## config.mk

```make
export PLATFORM = sky130hd
export DESIGN_NAME = alu_ctrl_mc
export DESIGN_NICKNAME = d
export VERILOG_FILES = /design/src/rtl/alu_ctrl_pkg.sv /design/src/rtl/alu_ctrl_mc_md_lat_counter.sv /design/src/rtl/alu_ctrl_mc.sv
export SDC_FILE = /design/constraint.sdc
export NUM_CORES = 1
export LEC_CHECK = 0
export ABC_AREA = 1
export CORE_MARGIN = 3
export CORE_UTILIZATION = 52
export CTS_CLUSTER_DIAMETER = 30
export DETAILED_ROUTE_END_ITERATION = 7
export PLACE_DENSITY = 0.83
export SETUP_SLACK_MARGIN = 0.5
export SYNTH_ARGS = -nofsm -noshare
export SYNTH_HDL_FRONTEND = slang
export SYNTH_SLANG_ARGS = --single-unit
```

## constraint.sdc

```tcl
create_clock -name clk -period 4.2 [get_ports clk]
set_input_delay 1.05 -clock clk [delete_from_list [all_inputs] [get_ports clk]]
set_output_delay 1.05 -clock clk [all_outputs]
set_load 0.01 [all_outputs]
```

## src/rtl/alu_ctrl_pkg.sv

```systemverilog
// Shared constants for the multi-cycle ALU control unit: ALU operation codes,
// instruction field encodings and the M-op sequencer state type.
package alu_ctrl_pkg;

   localparam logic [4:0] ALU_ADD    = 5'd0;
   localparam logic [4:0] ALU_SUB    = 5'd1;
   localparam logic [4:0] ALU_SLL    = 5'd2;
   localparam logic [4:0] ALU_SLT    = 5'd3;
   localparam logic [4:0] ALU_SLTU   = 5'd4;
   localparam logic [4:0] ALU_XOR    = 5'd5;
   localparam logic [4:0] ALU_SRL    = 5'd6;
   localparam logic [4:0] ALU_SRA    = 5'd7;
   localparam logic [4:0] ALU_OR     = 5'd8;
   localparam logic [4:0] ALU_AND    = 5'd9;
   localparam logic [4:0] ALU_MUL    = 5'd10;
   localparam logic [4:0] ALU_MULH   = 5'd11;
   localparam logic [4:0] ALU_MULHSU = 5'd12;
   localparam logic [4:0] ALU_MULHU  = 5'd13;
   localparam logic [4:0] ALU_DIV    = 5'd14;
   localparam logic [4:0] ALU_DIVU   = 5'd15;
   localparam logic [4:0] ALU_REM    = 5'd16;
   localparam logic [4:0] ALU_REMU   = 5'd17;

   localparam logic [6:0] OP_RTYPE   = 7'b0110011;
   localparam logic [6:0] F7_BASE    = 7'b0000000;
   localparam logic [6:0] F7_ALT     = 7'b0100000;
   localparam logic [6:0] F7_MULDIV  = 7'b0000001;

   localparam logic [1:0] ALUOP_MEM   = 2'b00;
   localparam logic [1:0] ALUOP_BR    = 2'b01;
   localparam logic [1:0] ALUOP_ARITH = 2'b10;

   typedef enum logic [1:0] {
      S_IDLE = 2'd0,
      S_RUN  = 2'd1,
      S_DONE = 2'd2
   } md_state_e;

   function automatic logic is_md_code(input logic [4:0] code);
      return (code >= ALU_MUL) && (code <= ALU_REMU);
   endfunction

endpackage

```

## src/rtl/alu_ctrl_mc_md_lat_counter.sv

```systemverilog
// Latency down-counter for M-op sequencing: load, clear, saturating decrement
// and a zero flag that tells the sequencer the RUN phase is over.
module md_lat_counter #(
   parameter int CNT_W = 6
) (
   input  logic             clk,
   input  logic             rst_n,
   input  logic             load,
   input  logic             clr,
   input  logic             dec,
   input  logic [CNT_W-1:0] load_val,
   output logic             zero
);

   logic [CNT_W-1:0] cnt_d, cnt_q;

   always_comb begin
      cnt_d = cnt_q;
      if (clr) begin
         cnt_d = '0;
      end else if (load) begin
         cnt_d = load_val;
      end else if (dec && (cnt_q != '0)) begin
         cnt_d = cnt_q - CNT_W'(1);
      end
   end

   always_ff @(posedge clk or negedge rst_n) begin
      if (!rst_n) begin
         cnt_q <= '0;
      end else begin
         cnt_q <= cnt_d;
      end
   end

   assign zero = (cnt_q == '0);

endmodule

```

## src/rtl/alu_ctrl_mc.sv

```systemverilog
// ALU control for the multi-cycle CPU: combinational RV32I decode plus an
// IDLE/RUN/DONE sequencer that stalls the front end for fixed-latency M-ops.
module alu_ctrl_mc
   import alu_ctrl_pkg::*;
#(
   parameter int CTRL_W   = 5,
   parameter bit ENABLE_M = 1'b1,
   parameter int MUL_LAT  = 4,
   parameter int DIV_LAT  = 32
) (
   input  logic              clk,
   input  logic              rst_n,
   input  logic              dec_valid,
   input  logic              flush,
   input  logic [1:0]        aluop,
   input  logic [2:0]        funct3,
   input  logic [6:0]        funct7,
   input  logic [6:0]        op,
   output logic [CTRL_W-1:0] alucontrol,
   output logic              is_muldiv,
   output logic              md_start,
   output logic              md_busy,
   output logic              md_done,
   output logic              stall,
   output logic              illegal
);

   localparam int MAX_LAT = (MUL_LAT > DIV_LAT) ? MUL_LAT : DIV_LAT;
   localparam int CNT_W   = $clog2(MAX_LAT + 1);
   localparam logic [CNT_W-1:0] MUL_LOAD = CNT_W'(MUL_LAT - 1);
   localparam logic [CNT_W-1:0] DIV_LOAD = CNT_W'(DIV_LAT - 1);

   md_state_e  state_d, state_q;
   logic [4:0] held_ctrl_d, held_ctrl_q;
   logic [4:0] dec_code, ctrl_sel;
   logic       dec_md, dec_ill, is_rtype, start_req;
   logic       cnt_load, cnt_clr, cnt_dec, cnt_zero;
   logic       md_start_c, md_busy_c, md_done_c, stall_c;

   always_comb begin
      dec_code = ALU_ADD;
      dec_md   = 1'b0;
      dec_ill  = 1'b0;
      is_rtype = (op == OP_RTYPE);
      case (aluop)
         ALUOP_MEM: dec_code = ALU_ADD;
         ALUOP_BR: begin
            if (funct3[2:1] == 2'b11)  dec_code = ALU_SLTU;
            else if (funct3[2])        dec_code = ALU_SLT;
            else                       dec_code = ALU_SUB;
         end
         ALUOP_ARITH: begin
            if (is_rtype && (funct7 == F7_MULDIV)) begin
               if (ENABLE_M) begin
                  dec_md = 1'b1;
                  case (funct3)
                     3'b000:  dec_code = ALU_MUL;
                     3'b001:  dec_code = ALU_MULH;
                     3'b010:  dec_code = ALU_MULHSU;
                     3'b011:  dec_code = ALU_MULHU;
                     3'b100:  dec_code = ALU_DIV;
                     3'b101:  dec_code = ALU_DIVU;
                     3'b110:  dec_code = ALU_REM;
                     default: dec_code = ALU_REMU;
                  endcase
               end else begin
                  dec_ill = 1'b1;
               end
            end else if (is_rtype && (funct7 != F7_BASE) && (funct7 != F7_ALT)) begin
               dec_ill = 1'b1;
            end else begin
               // Immediate forms carry no SUB; only register forms (op[5]) do.
               case (funct3)
                  3'b000:  dec_code = (op[5] && funct7[5]) ? ALU_SUB : ALU_ADD;
                  3'b001:  dec_code = ALU_SLL;
                  3'b010:  dec_code = ALU_SLT;
                  3'b011:  dec_code = ALU_SLTU;
                  3'b100:  dec_code = ALU_XOR;
                  3'b101:  dec_code = funct7[5] ? ALU_SRA : ALU_SRL;
                  3'b110:  dec_code = ALU_OR;
                  default: dec_code = ALU_AND;
               endcase
            end
         end
         default: dec_ill = 1'b1;
      endcase
      if (dec_ill) begin
         dec_code = ALU_ADD;
         dec_md   = 1'b0;
      end
   end

   // rst_n gates the start request so no handshake can be raised while reset is held.
   assign start_req = rst_n && dec_valid && dec_md && !flush;

   always_comb begin
      state_d     = state_q;
      held_ctrl_d = held_ctrl_q;
      ctrl_sel    = dec_code;
      md_start_c  = 1'b0;
      md_busy_c   = 1'b0;
      md_done_c   = 1'b0;
      stall_c     = 1'b0;
      cnt_load    = 1'b0;
      cnt_clr     = 1'b0;
      cnt_dec     = 1'b0;
      case (state_q)
         S_IDLE: begin
            if (start_req) begin
               md_start_c  = 1'b1;
               stall_c     = 1'b1;
               held_ctrl_d = dec_code;
               cnt_load    = 1'b1;
               state_d     = S_RUN;
            end
         end
         S_RUN: begin
            ctrl_sel  = held_ctrl_q;
            stall_c   = 1'b1;
            md_busy_c = 1'b1;
            if (flush) begin
               cnt_clr = 1'b1;
               state_d = S_IDLE;
            end else if (cnt_zero) begin
               state_d = S_DONE;
            end else begin
               cnt_dec = 1'b1;
            end
         end
         S_DONE: begin
            ctrl_sel  = held_ctrl_q;
            md_done_c = !flush;
            state_d   = S_IDLE;
         end
         default: state_d = S_IDLE;
      endcase
   end

   always_ff @(posedge clk or negedge rst_n) begin
      if (!rst_n) begin
         state_q     <= S_IDLE;
         held_ctrl_q <= ALU_ADD;
      end else begin
         state_q     <= state_d;
         held_ctrl_q <= held_ctrl_d;
      end
   end

   md_lat_counter #(
      .CNT_W (CNT_W)
   ) u_lat_cnt (
      .clk      (clk),
      .rst_n    (rst_n),
      .load     (cnt_load),
      .clr      (cnt_clr),
      .dec      (cnt_dec),
      .load_val (funct3[2] ? DIV_LOAD : MUL_LOAD),
      .zero     (cnt_zero)
   );

   assign alucontrol = CTRL_W'(ctrl_sel);
   assign is_muldiv  = is_md_code(ctrl_sel);
   assign md_start   = md_start_c;
   assign md_busy    = md_busy_c;
   assign md_done    = md_done_c;
   assign stall      = stall_c;
   assign illegal    = dec_valid && dec_ill;

endmodule

```

==> results <==
worst max-delay path, delay by kind of cell:
family          cells  cell delay [ns]
buf+inv            15             1.89
simple gates        8             1.01
compound gates      1             0.11
state kept, by name, summed over array words and instances (netlist names):
register and count:
held_ctrl_q 5, state_q 2, u_lat_cnt.cnt_q 6
where the power goes:
group,switching [mW],internal (mW)
Sequential,0.0259,0.161
Combinational,0.350,0.255
Clock,0.0439,0.0369
synthesized netlist by cell type (all sizes together):
| library cell | number |
|---|---|
| nand2 | 63 |
| nand4 | 2 |
| or2 | 2 |
| o21ai | 12 |
| nand3 | 15 |
| a211oi | 1 |
| o221ai | 1 |
| nor3 | 2 |
| o211ai | 4 |
| xor2 | 3 |
| nor4 | 2 |
| dfrtp | 13 |
| a21oi | 1 |
| a31oi | 1 |
| nor2 | 22 |
| xnor2 | 1 |
| clkbuf | 1 |
| a21boi | 1 |
| inv | 29 |
| ha | 7 |
| buf | 1 |
final cells by class:
| class | instances | area [um^2] | area share, % |
|---|---|---|---|
| multi-input cells | 140 | 947 | 47.6 |
| clock buffers | 4 | 26.3 | 1.32 |
| flip-flops and latches | 13 | 325 | 16.3 |
| repair buffers | 67 | 548 | 27.5 |
| well taps | 28 | 35.0 | 1.76 |
| inverters | 29 | 109 | 5.47 |
cells by family (layout without fill, tap and decap cells):
group | after synthesis | count (layout) | synth area share [%]
xor+xnor | 4 | 4 | 2.80
flops | 13 | 13 | 26.0
buf+inv | 31 | 100 | 10.0
simple gates | 108 | 108 | 43.1
fa+ha+maj | 7 | 7 | 7.00
compound gates | 21 | 21 | 11.1
timing repair:
action	in CTS	in global routing
setup endpoints to repair	9	8
gates resized for setup	51	61
buffers inserted	20	5
pin swaps	18	32
worst paths after layout:
path,from,to,slack (ns),depth (start not counted)
max,funct7[4],held_ctrl_q[1],0.35,24
min,held_ctrl_q[0],held_ctrl_q[0],0.51,2
max reg2reg,u_lat_cnt.cnt_q[0],state_q[0],2.49,9
min reg2reg,held_ctrl_q[0],held_ctrl_q[0],0.51,2
max in group asynchronous,rst_n,held_ctrl_q[4],2.91,2
min in group asynchronous,rst_n,state_q[1],1.10,2
routing by layer:
| metal | GRT usage (%) | share of wire, % |
|---|---|---|
| met1 | 31.7 | 38 |
| met2 | 54.5 | 46 |
| met3 | 8.31 | 9.0 |
| met4 | 19.4 | 6.9 |
| met5 | 0 | 0 |
==> out/metrics.yaml <==
placement:
  dp.cells: 252
  numPortBuffers: 33
  dp_slack_ns: -0.0383
  placed_cell_area_um2: 1670
  dp_hpwl_um: 2660
  globalplace.congestion: 0.825
route:
  drc: 0
  wirelength_um: 5430
  num_vias: 1661
  wire_per_inst_um: 19.3
  first_pass_iters: 5
  postRouteAntennaNets: 0
  drt_iter0_drc: 107
  via_per_inst: 5.91
cells_and_area:
  fillers: 114
  stdcell_area_um2: 1990
  instances_no_fill: 281
  fin_util_pct: 88.3
  syn_to_final_growth_pct: 59.1
  drive_gt1_share_pct: 42.3
  insertedDiodeCount: 0
  layout_commonest_cell: "nand2_1"
  layout_common_cells: "43 x nand2_1, 27 x buf_4, 22 x inv_1"
  nets: 284
logic_synthesis:
  syn_nets: 214
  yosys.area.top_type_share_pct: 26.0
  netlist_area_um2: 1250
  yosysSeqAreaShare_pct: 26.0
  yosysWarningCount: 0
  synth_cell_types: 32
  yosys.area.top_type: "dfrtp_1"
  synth_area_per_cell_um2: 6.80
  netlist_instances: 184
  ys_ff_latch: 13
  synth.area.top_cells: "dfrtp_1 26%, nand2_1 18%, inv_1 8.1%, ha_1 7.0%, nor2_1 4.8%"
global_routing:
  grt_pass1_wl_um: 6600
  antenna_found_initial: 0
  grt_max_degree: 14
  overflow: 0
  grt_pass1_vias: 1509
  grt_usage_pct: 30.7
setup_path:
  cp_slowest_cell: "nor2_2"
  crit_type: "primary input to flip-flop"
  worst_setup_path_start_kind: "primary input"
  path_common_cell: "buf_4"
  critical_path.max_stage_delay_ns: 0.22
  crit_required_ns: 4.42
  worstPathArrival_ns: 4.07
  end_kind: "flip-flop"
  path_cells: "clkbuf_2 -> nor2_2 -> nand2_2 -> nor2_4 -> nand3_4 -> nand2_2 -> nand2_2 -> nand2_2 -> nand2_2 -> buf_4 -> buf_4 -> buf_4 -> buf_4 -> buf_4 -> buf_4 -> buf_4 -> buf_4 -> buf_4 -> buf_4 -> buf_4 -> buf_4 -> buf_4 -> buf_4 -> o21ai_2"
  cp_max_fo: 4
clock_tree:
  clock_path_buffers: 2
  clock_latency_ns: 0.29
  numCtsBuffers: 3
  cts-root-buf: "clkbuf_4"
  clock-sinks: 13
  path_clk_slew_ns: 0.09
  ctsHoldBuffers: 0
  tritoncts: "built"
  htreeDepth: 1
timing:
  final_max_slew_viol_count: 0
  fin_crit_ns: 3.85
  timing.fmax_ghz: 0.260
  hold_viol: 0
  rsz0062_at_grt: "true"
  whs_ns: 0.513
  maxSlewHeadroom_pct: 68.9
  clock_skew_ns: 0.0100
  timing.final.crit_share_pct: 91.7
  worstMarginPinSlew_ns: 0.462
  setup_tns_ns: 0
  setup_violations: 0
  worst_slack_ns: 0.348
floorplanning:
  initial_utilization_pct: 55.5
  core_um2: 2250
  die_area_um2: 3030
  std_cell_rows: 17
  die_h_um: 55.1
  die_w_um: 55.1
  io_pins: 34
power:
  fin_total_pwr_mw: 0.873
  ir_worst_vdd_mv: 0.584
  p_per_area_nw_per_um2: 439
  p_leak_nw: 1.04
status:
  status: "complete, no violations"
worst_hold_path:
  hold_class: "flip-flop to flip-flop"
flow_run:
  drv_cap: 0
(Power assumes the default switching activity.)
